## src/rtl/clkgen_pkg.sv

```systemverilog
// Shared constants for the CPU phase/reset generator: phase width and
// per-phase decode masks (bit n of a mask is the level at ph == n).
package clkgen_pkg;
  localparam int               PH_W      = 3;
  localparam logic [PH_W-1:0]  PH_LAST   = 3'd7;
  localparam logic [7:0]       CLK1_MASK = 8'h0F;
  localparam logic [7:0]       CLK4_MASK = 8'h3C;
  localparam logic [7:0]       CLK6_MASK = 8'hC3;
  localparam logic [7:0]       CLK8_MASK = 8'h1E;
endpackage

```

## src/rtl/clkgen_stable_cnt.sv

```systemverilog
// Saturating event counter with synchronous clear; o_done is a flop that
// rises on the same edge the count reaches MAX and holds until cleared.
module clkgen_stable_cnt #(
  parameter int MAX = 1024,
  parameter int W   = 11
) (
  input  logic i_clk,
  input  logic i_rst,
  input  logic i_clr,
  input  logic i_en,
  output logic o_done
);
  localparam logic [W-1:0] MAX_V  = W'(MAX);
  localparam logic [W-1:0] LAST_V = W'(MAX - 1);

  logic [W-1:0] r_cnt;
  logic         r_done;

  always_ff @(posedge i_clk or posedge i_rst) begin
    if (i_rst) begin
      r_cnt  <= '0;
      r_done <= 1'b0;
    end else if (i_clr) begin
      r_cnt  <= '0;
      r_done <= 1'b0;
    end else if (i_en) begin
      if (r_cnt != MAX_V) r_cnt <= r_cnt + 1'b1;
      if (r_cnt == LAST_V) r_done <= 1'b1;
    end
  end

  assign o_done = r_done;
endmodule

```

## src/rtl/clkgen_phase_reset.sv

```systemverilog
// Master-clock phase sequencer with oscillator settle timer and synchronous
// CPU reset release; stops/starts only on M-cycle (ph == 0) boundaries.
module clkgen_phase_reset
  import clkgen_pkg::*;
#(
  parameter int STABLE_CYCLES = 1024,
  parameter int STABLE_W      = 11,
  parameter int RESET_MCYCLES = 4
) (
  input  logic            CLK,
  input  logic            RESET,
  input  logic            OSC_ENA,
  input  logic            CLK_ENA,
  output logic            OSC_STABLE,
  output logic            SYNC_RESET,
  output logic            CLK1,
  output logic            CLK2,
  output logic            CLK4,
  output logic            nCLK4,
  output logic            CLK6,
  output logic            CLK8,
  output logic            CLK9,
  output logic [PH_W-1:0] PHASE,
  output logic            MCYC_STB
);
  localparam int MC_W = $clog2(RESET_MCYCLES + 1);

  logic            r_rs1, r_rs2;
  logic [PH_W-1:0] r_ph;
  logic            r_clk1, r_clk4, r_clk6, r_clk8, r_mcyc;
  logic [PH_W-1:0] w_ph_next;
  logic            w_osc_stable, w_osc_clr, w_mc_done, w_run;

  always_ff @(posedge CLK or posedge RESET) begin
    if (RESET) begin
      r_rs1 <= 1'b1;
      r_rs2 <= 1'b1;
    end else begin
      r_rs1 <= 1'b0;
      r_rs2 <= r_rs1;
    end
  end

  assign w_osc_clr = ~OSC_ENA;

  clkgen_stable_cnt #(.MAX(STABLE_CYCLES), .W(STABLE_W)) u_osc_cnt (
    .i_clk  (CLK),
    .i_rst  (RESET),
    .i_clr  (w_osc_clr),
    .i_en   (1'b1),
    .o_done (w_osc_stable)
  );

  // Counts completed M-cycles once the synchronized reset has dropped.
  clkgen_stable_cnt #(.MAX(RESET_MCYCLES), .W(MC_W)) u_mcyc_cnt (
    .i_clk  (CLK),
    .i_rst  (RESET),
    .i_clr  (r_rs2),
    .i_en   (r_mcyc),
    .o_done (w_mc_done)
  );

  assign w_run     = OSC_ENA & w_osc_stable & (CLK_ENA | ~w_mc_done);
  assign w_ph_next = (r_ph != '0 || w_run) ? r_ph + 1'b1 : '0;

  // Phase levels are decoded from the next phase so they line up with r_ph.
  always_ff @(posedge CLK or posedge RESET) begin
    if (RESET) begin
      r_ph   <= '0;
      r_clk1 <= CLK1_MASK[0];
      r_clk4 <= CLK4_MASK[0];
      r_clk6 <= CLK6_MASK[0];
      r_clk8 <= CLK8_MASK[0];
      r_mcyc <= 1'b0;
    end else begin
      r_ph   <= w_ph_next;
      r_clk1 <= CLK1_MASK[w_ph_next];
      r_clk4 <= CLK4_MASK[w_ph_next];
      r_clk6 <= CLK6_MASK[w_ph_next];
      r_clk8 <= CLK8_MASK[w_ph_next];
      r_mcyc <= (w_ph_next == PH_LAST);
    end
  end

  assign OSC_STABLE = w_osc_stable;
  assign SYNC_RESET = ~w_mc_done;
  assign CLK1       = r_clk1;
  assign CLK2       = ~r_clk1;
  assign CLK4       = r_clk4;
  assign nCLK4      = ~r_clk4;
  assign CLK6       = r_clk6;
  assign CLK8       = r_clk8;
  assign CLK9       = ~r_clk8;
  assign PHASE      = r_ph;
  assign MCYC_STB   = r_mcyc;
endmodule

```

## config.mk

```make
export PLATFORM = sky130hd
export DESIGN_NAME = clkgen_phase_reset
export DESIGN_NICKNAME = d
export VERILOG_FILES = /design/src/rtl/clkgen_pkg.sv /design/src/rtl/clkgen_stable_cnt.sv /design/src/rtl/clkgen_phase_reset.sv
export SDC_FILE = /design/constraint.sdc
export NUM_CORES = 1
export LEC_CHECK = 0
export CAP_MARGIN = 20
export CORE_MARGIN = 4
export CORE_UTILIZATION = 49
export DETAILED_ROUTE_END_ITERATION = 8
export HOLD_SLACK_MARGIN = 0.08
export MAX_ROUTING_LAYER = met4
export PLACE_DENSITY = 0.74
export SLEW_MARGIN = 20
export SYNTH_ARGS = -nofsm -noshare
export SYNTH_HDL_FRONTEND = slang
export SYNTH_HIERARCHICAL = 1
export SYNTH_SLANG_ARGS = --single-unit
```

## constraint.sdc

```tcl
create_clock -name CLK -period 1.6 [get_ports CLK]
set_input_delay 0.32 -clock CLK [delete_from_list [all_inputs] [get_ports CLK]]
set_output_delay 0.32 -clock CLK [all_outputs]
set_load 0.01 [all_outputs]
```

==> flow_summary.html <==
<table>
<tr><th>Metric</th><th>Value</th></tr>
<tr><th colspan="2">Routing</th></tr>
<tr><td>Routed vias/inst</td><td>just over 5</td></tr>
<tr><td>Sum of met2 wire segment lengths after detailed routing</td><td>~1500 um</td></tr>
<tr><td>Drt initial violations</td><td>32</td></tr>
<tr><td>Router iterations before antenna repair</td><td>4</td></tr>
<tr><td>Top layer reached by signal wires</td><td>met4</td></tr>
<tr><td>Count of unresolved DRC violations after routing</td><td>0</td></tr>
<tr><td>Wire length after detailed routing</td><td>2685 um</td></tr>
<tr><td>Number of antenna-violating nets in the routed design</td><td>0</td></tr>
<tr><td>Post-detailed-route wirelength per cell</td><td>roughly 14 um</td></tr>
<tr><td>Via count</td><td>roughly 1.0k</td></tr>
<tr><td>Length of routed met3 wiring</td><td>roughly 58 um</td></tr>
<tr><td>Met1 wire length</td><td>about 1100 um</td></tr>
<tr><th colspan="2">Clock network</th></tr>
<tr><td>Number of hold buffers added after CTS</td><td>0</td></tr>
<tr><td>Clock network latency to the later pin of the worst-skew pair</td><td>between 0.3 and 0.4 ns</td></tr>
<tr><td>Number of clock buffers inserted by TritonCTS</td><td>3</td></tr>
<tr><td>Clock slew at reported path FFs</td><td>roughly 0.15 ns</td></tr>
<tr><td>Bufs on Longest Clock Path</td><td>2</td></tr>
<tr><td>TritonCTS clock tree</td><td>built</td></tr>
<tr><td>H-tree depth reported by CTS</td><td>1</td></tr>
<tr><td>Sinks on the clock net</td><td>26</td></tr>
<tr><td>Clk root buf</td><td>clkbuf_4</td></tr>
<tr><th colspan="2">STA</th></tr>
<tr><td>Hold slack final</td><td>about 0.21 ns</td></tr>
<tr><td>Fin worst setup slack</td><td>around 0.042 ns</td></tr>
<tr><td>Remaining max-slew budget at the tightest pin</td><td>0.6619</td></tr>
<tr><td>Clock Skews</td><td>0.01097 ns</td></tr>
<tr><td>Achievable frequency</td><td>~0.64 GHz</td></tr>
<tr><td>Total Neg Setup Slack</td><td>0 ns</td></tr>
<tr><td>Final Critical Period</td><td>1.558 ns</td></tr>
<tr><td>Hold violation total from the final report</td><td>0</td></tr>
<tr><td>Final setup viols</td><td>0</td></tr>
<tr><td>Slew at the pin closest to its max-slew limit</td><td>between 0.5 and 0.6 ns</td></tr>
<tr><td>Setup repair after global routing missed its margin</td><td>yes</td></tr>
<tr><td>Count of pins over their slew limit</td><td>0</td></tr>
<tr><td>Share of the cycle needed by the critical path after routing</td><td>0.9739</td></tr>
<tr><th colspan="2">Critical path</th></tr>
<tr><td>Worst path arrival time</td><td>roughly 1.8 ns</td></tr>
<tr><td>WS Path Type</td><td>reg -&gt; reg</td></tr>
<tr><td>Start point of the critical path</td><td>PHASE[0]$_DFF_PP0_</td></tr>
<tr><td>Maximum fanout along the worst path</td><td>5</td></tr>
<tr><td>Endpoint class of the critical path</td><td>register</td></tr>
<tr><td>Beginning of the worst register-to-register path</td><td>PHASE[0]$_DFF_PP0_</td></tr>
<tr><td>Data required time at the worst endpoint</td><td>~1.9 ns</td></tr>
<tr><td>Sort of element at the start of the critical path</td><td>register</td></tr>
<tr><th colspan="2">Pwr</th></tr>
<tr><td>Static leakage</td><td>a little over 0.9 nW</td></tr>
<tr><td>P per Cell Area</td><td>approximately 600 nW/um^2</td></tr>
<tr><td>Worst supply voltage drop on vdd</td><td>between 0.4 and 0.5 mV</td></tr>
<tr><th colspan="2">Synth</th></tr>
<tr><td>Fraction of the yosys area taken by sequential cells</td><td>0.4716</td></tr>
<tr><td>Cell count after synthesis</td><td>between 100 and 150</td></tr>
<tr><td>Netlist cell types</td><td>39</td></tr>
<tr><td>Syn Area/Cell</td><td>10.61 sq um</td></tr>
<tr><td>Synth Register Bits</td><td>26</td></tr>
<tr><td>Area of the mapped netlist</td><td>about 1400 sq um</td></tr>
<tr><td>Number of warnings issued by yosys</td><td>6</td></tr>
<tr><th colspan="2">Place</th></tr>
<tr><td>Setup WS pre-CTS</td><td>-0.04182 ns</td></tr>
<tr><td>Cell count after placement</td><td>around 190</td></tr>
<tr><td>Placer congestion estimate</td><td>0.8382</td></tr>
<tr><td>Total half-perimeter wirelength after legalization and detailed placement</td><td>between 2000 and 2500 um</td></tr>
<tr><td>Placement Cell Area</td><td>around 1600 sq um</td></tr>
<tr><td>Number of buffer cells added on primary ports</td><td>16</td></tr>
<tr><th colspan="2">Global route</th></tr>
<tr><td>Antenna violations before repair</td><td>0</td></tr>
<tr><td>GRT Resource Usage Total</td><td>0.1782</td></tr>
<tr><td>Maximum number of pins on one net before global-route repair</td><td>15</td></tr>
<tr><td>Via count of the first global-routing pass</td><td>1073</td></tr>
<tr><td>First-pass GRT wire length</td><td>between 4000 and 5000 um</td></tr>
<tr><td>Grt ovf</td><td>0</td></tr>
<tr><th colspan="2">Floorplanning</th></tr>
<tr><td>Die footprint</td><td>3753 sq um</td></tr>
<tr><td>Number of ports placed on the die boundary</td><td>17</td></tr>
<tr><td>Initial cell density of the core</td><td>0.5085</td></tr>
<tr><td>Y dimension of the die</td><td>61.26 um</td></tr>
<tr><td>DIE WIDTH</td><td>~60 um</td></tr>
<tr><td>Standard-cell rows</td><td>19</td></tr>
<tr><td>Placeable Area</td><td>roughly 2700 sq um</td></tr>
<tr><th colspan="2">Finish</th></tr>
<tr><td>Synth-to-Final Area Change</td><td>26.19%</td></tr>
<tr><td>Number of nets in the finished design</td><td>about 180</td></tr>
<tr><td>N_diodes</td><td>0</td></tr>
<tr><td>Final Instance Count excl. Fillers</td><td>197</td></tr>
<tr><td>Final cell area excluding filler cells</td><td>between 1500 and 2000 sq um</td></tr>
<tr><td>Filler Cell Count</td><td>223</td></tr>
<tr><td>Share of final-layout standard cells stronger than drive strength 1</td><td>0.1988</td></tr>
<tr><th colspan="2">Flow run</th></tr>
<tr><td>Count of maximum capacitance violations</td><td>0</td></tr>
<tr><th colspan="2">Status</th></tr>
<tr><td>Status</td><td>completed</td></tr>
<tr><th colspan="2">Worst hold path</th></tr>
<tr><td>Class of the tightest hold or removal check</td><td>in -&gt; async</td></tr>
</table>
path summary, 6_finish.rpt:
check	depth (start not counted)	slack (ns)	end
max	7	0.04	CLK6$_DFF_PP1_
min	2	0.21	u_mcyc_cnt/r_cnt[2]$_DFFE_PP0P_
max reg2reg	7	0.04	CLK6$_DFF_PP1_
min reg2reg	0	0.36	r_rs2$_DFF_PP1_
max in group asynchronous	2	0.89	u_osc_cnt/r_cnt[7]$_DFFE_PP0P_
min in group CLK	0	0.36	r_rs2$_DFF_PP1_
cell families (layout without fill, tap and decap cells):
family / count (synthesis) / after routing / synth area share
adders and majority gates: 8 / 8 / 0.07201
and+or+nand+nor: 41 / 41 / 0.2043
buffers and inverters: 23 / 53 / 0.06210
AOI/OAI and AO/OA: 22 / 22 / 0.1098
DFF: 26 / 26 / 0.4716
other: 2 / 7 / 0.005403
muxes: 3 / 3 / 0.02610
xor gates and xnor gates: 6 / 6 / 0.04860
flip-flops by register name (all words and copies together) (netlist names):
register	flops
MCYC_STB	1
CLK8	1
u_osc_cnt/o_done	1
r_rs2	1
u_mcyc_cnt/r_cnt	3
CLK1	1
r_rs1	1
PHASE	3
u_mcyc_cnt/o_done	1
CLK6	1
CLK4	1
u_osc_cnt/r_cnt	11
through the flow:
stage / util / total power [mW]
6_report: 0.6416 / 1.080
5_1_grt: 0.6416 / 1.145
4_1_cts: 0.6265 / 1.096
3_5_place_dp: 0.6032 / 0.7542
3_3_place_gp: 0.6032 / 0.7514
2_1_floorplan: - / 0.7241
repair_timing:
item,CTS,global route
gates cloned,0,0
setup endpoints to repair,11,8
setup buffers,5,0
resized for setup,8,11
final cells by class:
class	count	area [sq um]	area share
Inverter	22	82.58	0.04708
Multi-Input combinational cell	87	691.9	0.3944
Tap cell	31	38.79	0.02211
Timing Repair Buffer	27	249.0	0.1419
Sequential cell	26	655.6	0.3738
Clock buffer	4	36.28	0.02068
per-layer routing:
metal  global-route usage  vias to the layer above
met2               0.3263                       12
met4              0.08050                        0
met3              0.02516                        4
met5                    -                        -
li1                     -                      508
met1               0.1869                      482
Yosys cell counts, drive strengths merged:
library cell  instances  area (sq um)
or4                   2         15.01
or2b                  1         7.510
a2bb2oi               1         8.760
xnor2                 4         35.03
and2                  2         12.51
a311o                 2         20.02
or3                   4         30.03
clkbuf                1         3.750
dfrtp                22         550.5
ha                    8         100.1
nand2                 5         26.27
conb                  2         7.510
and3                  1         6.260
mux2                  2         26.27
o31ai                 3         22.52
nor2                  7         26.28
and4                  1         8.760
a22o                  1         8.760
a21boi                1         18.77
nor4                  3         31.28
a21oi                 9         45.04
xor2                  2         32.53
o2bb2ai               1         8.760
nor2b                 4         25.02
inv                  22         82.58
nand3b                3         22.52
mux2i                 1         10.01
nand2b                2         12.51
nand4                 4         46.29
or3b                  1         8.760
nand3                 1         5.000
dfstp                 4         105.1
o21ai                 4         20.02
critical path, stage by stage, from the launching register on:
cell and delay (ns):
dfrtp_1 0.43, buf_4 0.16, inv_1 0.12, ha_4 0.14, inv_1 0.03, a311o_1 0.35
nand2_4 0.13, xor2_2 0.14
placed cells by master, fill, tap and decap left out, types with 2 or more instances in the layout:
cell type	instances
dfstp_2	4
dfrtp_1	22
a311o_1	2
a21oi_1	9
nand2b_1	2
dlygate4sd2_1	8
nor2_1	7
xor2_2	2
nand4_1	2
nand3b_1	3
dlymetal6s2s_1	5
o31ai_1	3
xnor2_1	4
or4_1	2
clkdlybuf4s50_1	3
inv_1	22
buf_4	10
or3_1	3
conb_1	7
nand2_1	4
o21ai_0	4
clkbuf_4	3
ha_1	6
nor2b_1	4
where the power goes:
part | switching, mW | internal [mW] | leakage [nW]
logic | 0.0394 | 0.0313 | 0.558
clock network | 0.197 | 0.139 | 0.0210
registers | 0.00609 | 0.667 | 0.348
total | 0.243 | 0.838 | 0.927
No activity file was read; power rests on OpenSTA's default activity.
